==> src/rtl/uart_tx.sv <==
// uart_tx: transmit half of the UART peripheral.
// Bus writes to tx_reg queue characters in a small FIFO; the FSM serialises
// them LSB-first onto txout with 16 baud ticks per bit.
// Build macro UART_TX_PARITY_EN adds an even parity bit after D7 (11-bit frame)
// and sets control bit4 as a capability flag.
module uart_tx #(
  parameter logic [7:0] PERIOD     = 8'h1A,
  parameter int         DEPTH_LOG2 = 3
) (
  input  logic       clk,
  input  logic       reset,
  input  logic       wren,
  input  logic       rden,
  input  logic [2:0] addr,
  input  logic [7:0] din,
  output logic [8:0] dout,
  output logic       txout
);

  localparam int DEPTH = 2 ** DEPTH_LOG2;

`ifdef UART_TX_PARITY_EN
  localparam int   FRAME_BITS = 11;
  localparam logic CAP_PARITY = 1'b1;
`else
  localparam int   FRAME_BITS = 10;
  localparam logic CAP_PARITY = 1'b0;
`endif

  localparam logic [3:0]            LAST_BIT  = 4'(FRAME_BITS - 1);
  localparam logic [DEPTH_LOG2:0]   FULL_CNT  = {1'b1, {DEPTH_LOG2{1'b0}}};
  localparam logic [DEPTH_LOG2:0]   CNT_ONE   = {{DEPTH_LOG2{1'b0}}, 1'b1};
  localparam logic [DEPTH_LOG2-1:0] PTR_ONE   = {{(DEPTH_LOG2-1){1'b0}}, 1'b1};

  localparam logic [2:0] ADDR_PERIOD = 3'b100;
  localparam logic [2:0] ADDR_TX     = 3'b110;
  localparam logic [2:0] ADDR_CTRL   = 3'b111;

  typedef enum logic [1:0] {IDLE, LOAD, SEND} state_t;

  state_t                 state_q, state_d;
  logic [7:0]             period_q, period_d;
  logic                   txen_q, txen_d;
  logic                   overrun_q, overrun_d;
  logic [7:0]             baud_q, baud_d;
  logic [3:0]             tick_cnt_q, tick_cnt_d;
  logic [3:0]             bit_cnt_q, bit_cnt_d;
  logic [FRAME_BITS-1:0]  shift_q, shift_d;
  logic                   txout_q, txout_d;
  logic [DEPTH_LOG2-1:0]  wr_ptr_q, wr_ptr_d;
  logic [DEPTH_LOG2-1:0]  rd_ptr_q, rd_ptr_d;
  logic [DEPTH_LOG2:0]    count_q, count_d;
  logic [7:0]             mem_q [DEPTH];

  logic       full, empty, busy;
  logic       tx_write, push, pop, drop;
  logic       period_wr, tick;
  logic [7:0] head;

  assign full      = (count_q == FULL_CNT);
  assign empty     = (count_q == '0);
  assign busy      = (state_q != IDLE) | ~empty;
  assign tx_write  = wren & (addr == ADDR_TX);
  assign push      = tx_write & ~full;
  assign drop      = tx_write & full;
  assign pop       = (state_q == LOAD);
  assign period_wr = wren & (addr == ADDR_PERIOD);
  assign tick      = (state_q == SEND) & (baud_q == period_q);
  assign head      = mem_q[rd_ptr_q];
  assign txout     = txout_q;

  // Register writes; a dropped push raises OVERRUN for at least one cycle so it
  // is visible on the next read, after which a disabled transmitter clears it.
  always_comb begin
    period_d  = period_q;
    txen_d    = txen_q;
    overrun_d = overrun_q;
    if (period_wr) period_d = din;
    if (wren && addr == ADDR_CTRL) txen_d = din[0];
    if (drop) overrun_d = 1'b1;
    else if (!txen_q) overrun_d = 1'b0;
  end

  // FIFO pointer and occupancy update; push and pop may coincide.
  always_comb begin
    wr_ptr_d = wr_ptr_q;
    rd_ptr_d = rd_ptr_q;
    count_d  = count_q;
    if (push) wr_ptr_d = wr_ptr_q + PTR_ONE;
    if (pop)  rd_ptr_d = rd_ptr_q + PTR_ONE;
    case ({push, pop})
      2'b10:   count_d = count_q + CNT_ONE;
      2'b01:   count_d = count_q - CNT_ONE;
      default: count_d = count_q;
    endcase
  end

  // Baud counter runs only while sending and restarts on a period write.
  always_comb begin
    baud_d = baud_q + 8'd1;
    if (state_q != SEND || period_wr || tick) baud_d = 8'd0;
  end

  // Frame FSM: next state, shift register, tick/bit counters and txout.
  always_comb begin
    state_d    = state_q;
    shift_d    = shift_q;
    tick_cnt_d = tick_cnt_q;
    bit_cnt_d  = bit_cnt_q;
    txout_d    = 1'b1;
    case (state_q)
      IDLE: begin
        if (txen_q && !empty) state_d = LOAD;
      end
      LOAD: begin
`ifdef UART_TX_PARITY_EN
        shift_d = {1'b1, ^head, head, 1'b0};
`else
        shift_d = {1'b1, head, 1'b0};
`endif
        tick_cnt_d = 4'd0;
        bit_cnt_d  = 4'd0;
        state_d    = SEND;
      end
      SEND: begin
        txout_d = shift_q[0];
        if (tick) begin
          tick_cnt_d = tick_cnt_q + 4'd1;
          if (tick_cnt_q == 4'd15) begin
            shift_d   = {1'b1, shift_q[FRAME_BITS-1:1]};
            bit_cnt_d = bit_cnt_q + 4'd1;
            if (bit_cnt_q == LAST_BIT) state_d = IDLE;
          end
        end
      end
      default: state_d = IDLE;
    endcase
  end

  // Read mux: combinational, zero unless a mapped register is being read.
  always_comb begin
    dout = 9'd0;
    if (rden) begin
      case (addr)
        ADDR_PERIOD: dout = {1'b0, period_q};
        ADDR_CTRL:   dout = {4'b0000, CAP_PARITY, busy, overrun_q, ~full, txen_q};
        default:     dout = 9'd0;
      endcase
    end
  end

  // FIFO storage; contents need no reset since occupancy is tracked separately.
  always_ff @(posedge clk) begin
    if (push) mem_q[wr_ptr_q] <= din;
  end

  // State registers with asynchronous active-low reset.
  always_ff @(posedge clk or negedge reset) begin
    if (!reset) begin
      state_q    <= IDLE;
      period_q   <= PERIOD;
      txen_q     <= 1'b0;
      overrun_q  <= 1'b0;
      baud_q     <= 8'd0;
      tick_cnt_q <= 4'd0;
      bit_cnt_q  <= 4'd0;
      shift_q    <= '1;
      txout_q    <= 1'b1;
      wr_ptr_q   <= '0;
      rd_ptr_q   <= '0;
      count_q    <= '0;
    end else begin
      state_q    <= state_d;
      period_q   <= period_d;
      txen_q     <= txen_d;
      overrun_q  <= overrun_d;
      baud_q     <= baud_d;
      tick_cnt_q <= tick_cnt_d;
      bit_cnt_q  <= bit_cnt_d;
      shift_q    <= shift_d;
      txout_q    <= txout_d;
      wr_ptr_q   <= wr_ptr_d;
      rd_ptr_q   <= rd_ptr_d;
      count_q    <= count_d;
    end
  end

endmodule

==> config.mk <==
export PLATFORM = sky130hd
export DESIGN_NAME = uart_tx
export DESIGN_NICKNAME = d
export VERILOG_FILES = /design/src/rtl/uart_tx.sv
export SDC_FILE = /design/constraint.sdc
export NUM_CORES = 1
export LEC_CHECK = 0
export ABC_AREA = 1
export BUFFER_PORTS_ARGS = -buffer_cell sky130_fd_sc_hd__buf_4
export CORE_MARGIN = 4
export CORE_UTILIZATION = 55
export DETAILED_ROUTE_END_ITERATION = 10
export PLACE_DENSITY = 0.73
export SLEW_MARGIN = 25
export SYNTH_ARGS = -nofsm -noshare
export SYNTH_HDL_FRONTEND = slang
export SYNTH_SLANG_ARGS = --single-unit
==> constraint.sdc <==
create_clock -name clk -period 5.2 [get_ports clk]
set_clock_uncertainty 0.2 [all_clocks]
set_input_delay 0.52 -clock clk [delete_from_list [all_inputs] [get_ports clk]]
set_output_delay 0.52 -clock clk [all_outputs]
set_load 0.03 [all_outputs]
==> metrics.txt, run 1 <==
Net Count, Synth=547; Power, Total=2.46 mW; clk root buf=clkbuf_8; Initial Utilization=57.6%; Setup violations, final=0; Syn Std Cell Area=5120 um^2; reg-to-reg slack, setup=2.77 ns; status=complete, no violations; post-layout util=62.4%; share of the synthesized area in the top cell type=37.5%; xor/xnor share of the synthesized area=2.91%; vias in the first global route=3381; DR pass1 iterations=5; Post-synth top flop=edfxtp_1; CTS max path bufs=2; IO Port Bufs=23; unrepaired setup endpoints after global routing=false; dpl cells=638; Final Max Tran Viols=0; die width=105 um; Critical Path Sink Type=flip-flop; Fmax=411 MHz; Area Growth Syn to Fin=8.20%; clock sink count=112; WHS=0.155 ns; Crit path arrival time=2.23 ns; DRT iter0 DRCs=235; Synth Area in Compound Gates=3.03%; Final Net Count=566; Final ANT Viol Nets=0; Crit Path Class=flip-flop to flip-flop; sequential share of the synthesized area=61.3%; Startpoint Class=flip-flop; max_cap viols=0; Skew-Pair Late Insertion Delay=0.37 ns; Relative slew margins=32.8%; Site Rows=34; FFs w/ async S/R, synth=42.9%; first-pass GRT wire length=16400 um; Tcrit/Tclk final=46.8%; vias=3545; post-detail-place hpwl=6960 um; Worst-path clk slew=0.11 ns; GRT Resource Usage Total=19.0%; routed length per placed instance=15.3 um; largest cells by area after synthesis=edfxtp_1 (38%), dfrtp_1 (17%), nand2_1 (13%), nand3_1 (6.9%), dfstp_2 (6.7%); CTS buffer count=9; Hold Vio Cnt, Final=0; proportion of synthesized area in mux cells=0.879%; peak supply drop=0.261 mV; #FFs+latches synth=112; post-synth top area cell=edfxtp_1; setup TNS=0 ns; Leak Pwr=2.33 nW; Post-route DRC=0; CP Max Fanout=8; post-CTS resize count=0; WL final=10000 um; synth warn=0; Post-Synthesis Cells=523; Min-Delay Path Class=input pin to flip-flop; pwr/cell area=443 nW/um^2; count leader, synth=nand2_1; Die Footprint=10900 um^2; Simple-Gate Fraction of Synth Area=25.2%; post-route insts no fill=655; fin crit period=2.43 ns; CTS HTree Levels=3; Adder-Cell Fraction of Synth Area=2.20%; largest family of logic cells by synthesized area=simple AND/OR/NAND/NOR gates; Worst-Margin Slew=1.00 ns; # IOs=25; Worst Path Required=5.00 ns; syn avg cell area=9.80 um^2; EDFF count, synth=64; gpl congestion=0.836; largest net degree at the start of global routing=49; grt ovf=0; layout cell share with drive strength beyond 1=13.5%; initial antenna violation count=0; library cells used by synthesis=37; Post-synth top cells=nand2_1 (179), nand3_1 (71), edfxtp_1 (64); Ant. Diodes=0; TritonCTS clock tree=built; Via density=5.41; Std-Cell Core Area=8890 um^2; Chip Height=105 um
critical path: stages, from the launching register on:
cell and delay (ns):
dfrtp_1 0.42, inv_1 0.06, nand2_1 0.18, nor2_1 0.07, nor2_2 0.18, nand2_1 0.16
nor3_1 0.79
where the power goes:
part	internal, mW	total (mW)	switching [mW]
clock network	0.188	0.494	0.306
logic	0.255	0.795	0.540
registers	1.07	1.17	0.101
through the flow:
stage	setup WS, ns	instance area (um^2)
floorplan	2.94	5120
global placement	2.66	5350
detailed placement	2.57	5350
CTS	2.77	5550
global route	2.57	5550
finish	2.77	5550
state kept, by name, indices dropped and copies added, names as in the netlist:
name,count
txen_q,1
state_q,2
period_q,8
baud_q,8
count_q,4
rd_ptr_q,3
overrun_q,1
shift_q,9
tick_cnt_q,4
txout,1
wr_ptr_q,3
bit_cnt_q,4
mem_q,64
layout make-up:
class | count | area, um^2
Fill cell | 723 | 3350
Sequential cell | 112 | 3140
Multi-Input combinational cell | 358 | 1760
Timing Repair Buffer | 25 | 190
Inverter | 36 | 135
Tap cell | 108 | 135
Clock buffer | 10 | 128
Clock inverter | 6 | 62.6
routing by layer:
layer	track usage, %	part of all wire, %	wire length [um]	up-vias
li1	-	-	-	1757
met1	24.8	44	4360	1675
met2	32.1	50	4980	105
met3	4.69	5.9	588	8
met4	4.65	0.90	90	0
met5	0	0	0	-
cell families (layout without fill, tap and decap cells):
kind of cell / after synthesis / after routing
adders and majority gates: 9 / 9
muxes: 4 / 4
xor gates and xnor gates: 17 / 17
AOI/OAI and AO/OA: 27 / 27
other: 1 / 1
and+or+nand+nor: 300 / 300
DFF: 112 / 112
buffers and inverters: 53 / 77
placed cells by master, fill, tap and decap left out, types with 2 or more instances in the layout:
cell type  instances
a21oi_1           11
buf_4             24
clkbuf_8           9
dfrtp_1           35
dfstp_2           13
edfxtp_1          64
ha_1               9
inv_1             27
inv_2              8
inv_8              3
mux2_1             2
mux2_2             2
nand2_1          179
nand3_1           71
nand4_1            3
nor2_1            30
nor2_2             3
nor3_1             5
o21ai_0           11
o31ai_1            2
xnor2_1            8
xor2_1             9
repair_timing:
action,CTS,global route
endpoints found under the hold margin,35,0
setup buffers,0,0
hold buffers,1,0
final timing paths:
path                             from      endpoint  cells past startpoint
max                        count_q[0]   mem_q[7][5]                      6
min                              wren        txen_q                      2
max reg2reg                count_q[0]   mem_q[7][5]                      6
min reg2reg                shift_q[8]    shift_q[8]                      2
max in group asynchronous       reset    count_q[2]                      2
min in group asynchronous       reset  bit_cnt_q[2]                      2
No activity file was read; power rests on OpenSTA's default activity.
==> inputs of run 2 (changes only) <==
Clock period 5.2 ns to 2.25 ns, I/O delays scaled along.
==> run 2 against run 1 <==
Sequential power is 130% higher. Largest cell class unchanged. Design area up 5.1%. Count of clock-buffer cells in the layout fell by 1. Sequential share of layout area shrank 2.7 points.
==> metrics.txt, run 2 (same netlist as run 1, synthesis figures left out) <==
Power, Total=5.99 mW; Hold Path Depth=4; Skew-Pair Late Insertion Delay=0.39 ns; Clock Power Share=21.2%; pwr/cell area=1030 nW/um^2; vias in the first global route=3535; WHS=0.0848 ns; Worst-Margin Slew=0.608 ns; Internal=3.64 mW; WL final=10600 um; layout cell share with drive strength beyond 1=17.1%; DR pass1 iterations=5; GRT busiest layer=met2; CTS HTree Levels=3; CTS max path bufs=2; Biggest register=mem_q; peak supply drop=0.530 mV; status=complete, no violations; grt ovf=0; Site Rows=34; CP Max Fanout=4; Critical Path Sink Type=flip-flop; clk root buf=clkbuf_8; Setup violations, final=0; Post-route DRC=0; fin crit period=2.17 ns; post-detail-place hpwl=7290 um; Crit path top cell by count=nor2_1; Via density=5.43; gpl congestion=0.849; worst path cell trace=nor2_1 -> nand2_1 -> nor2_1 -> nor2_2 -> inv_2 -> ha_4 -> xor2_2 -> ha_1 -> a21oi_2 -> xor2_1 -> o21ai_0; hold_sp=wren; Ant. Diodes=0; switch share=39.2%; Worst Path Required=2.33 ns; Die Footprint=10900 um^2; Psw=2.34 mW; commonest non-fill, non-tap cells in the layout=nand2_1 (179), nand3_1 (71), edfxtp_1 (64); fill cell count=697; Area Growth Syn to Fin=13.7%; Min-Delay Path Class=input pin to flip-flop; Worst-path clk slew=0.13 ns; largest net degree at the start of global routing=49; routed length per placed instance=15.5 um; Startpoint Class=flip-flop; TritonCTS clock tree=built; reg-to-reg slack, setup=0.08 ns; Leak Pwr=2.47 nW; Final Max Tran Viols=0; Hold Vio Cnt, Final=0; max_cap viols=0; DRT iter0 DRCs=238; Final ANT Viol Nets=0; Worst path slowest cell=dfrtp_2; met3 Resource Use GR=3.82%; Fmax=461 MHz; Tcrit/Tclk final=96.3%; die width=105 um; Initial Utilization=57.6%; Multi-input gate area=1790 um^2; clock sink count=112; IO Port Bufs=23; Reg power frac=44.6%; Hold Path End=period_q[1]; Gate power share=34.2%; r2r worst-path depth=11; RR Startpoint=count_q[1]; Relative slew margins=59.4%; Crit path arrival time=2.25 ns; Largest regs=mem_q (64), shift_q (9); GRT Resource Usage Total=20.1%; initial antenna violation count=0; Std-Cell Core Area=8890 um^2; M2 GR Usage=32.3%; Max stage delay on crit path=0.43 ns; met1 Resource Use GR=28.2%; Final Net Count=592; CTS buffer count=9; vias=3697; Chip Height=105 um; worst reg2reg path endpoint=count_q[2]; Reg area=3140 um^2; Crit Path Class=flip-flop to flip-flop; max FFs per register=64; commonest non-fill, non-tap cell in the layout=nand2_1; # IOs=25; first-pass GRT wire length=17400 um
[run 2: changes by cell type in the layout (fill, tap and decap cells not counted), moves of 2 or more]
cell,previous run,this run
xor2_1,9,7
buf_4,24,40
xor2_2,0,2
dlygate4sd3_1,1,11
inv_12,0,2
dfrtp_2,0,2
dfrtp_1,35,33
[run 2: per-layer routing]
metal  share of wire [%]  vias up
li1                    -     1812
met1                  46     1770
met2                  48      102
met3                 5.2       13
met4                 1.1        0
met5                   0        -
[run 2: cell type report]
class | instances | area share, %
Inverter | 36 | 2.32
Sequential cell | 112 | 53.9
Clock buffer | 9 | 2.12
Multi-Input combinational cell | 358 | 30.7
Clock inverter | 7 | 1.65
Tap cell | 108 | 2.32
Timing Repair Buffer | 51 | 7.04
[run 2: what timing repair did]
item / CTS / global route
hold endpoints to repair: 109 / 0
hold buffers: 11 / 0
resized for setup: 0 / 9
setup endpoints to repair: 0 / 2
setup buffers: 0 / 3
[run 2: stage by stage]
stage	utilization, %	std cells	area [um^2]	TNS [ns]	worst slack [ns]
floorplan	-	523	5120	0	0.170
global placement	61.2	651	5440	0	0.118
detailed placement	61.2	651	5440	0	0.0138
CTS	64.9	678	5770	0	0.0134
global route	65.6	681	5830	-0.0547	-0.0547
finish	65.6	681	5830	0	0.0825
[run 2: power by group through the flow]
stage	Sequential, mW	Combinational (mW)	Clock (mW)
after floorplan	2.65	1.46	0
after global placement	2.70	1.87	0
after detailed placement	2.71	1.93	0
after CTS	2.67	1.96	1.29
after global routing	2.71	2.30	1.39
final	2.67	2.05	1.27
[run 2: worst max path at each step]
stage	from	end	slack, ns	cells past startpoint
after floorplan	count_q[0]	mem_q[7][0]	0.17	6
after global placement	addr[0]	count_q[2]	0.12	11
after detailed placement	addr[0]	count_q[2]	0.01	11
after CTS	count_q[2]	count_q[2]	0.01	11
after global routing	count_q[1]	count_q[2]	-0.05	11
final	count_q[1]	count_q[2]	0.08	11
[run 2: critical path, delay by kind of cell (launching register included)]
family	cells	cell delay (ns)
flip-flops	1	0.43
XOR/XNOR	2	0.35
AO/OA/AOI/OAI	2	0.22
adder cells (fa/ha/maj)	2	0.39
AND/OR/NAND/NOR	4	0.38
buffers and inverters	1	0.09
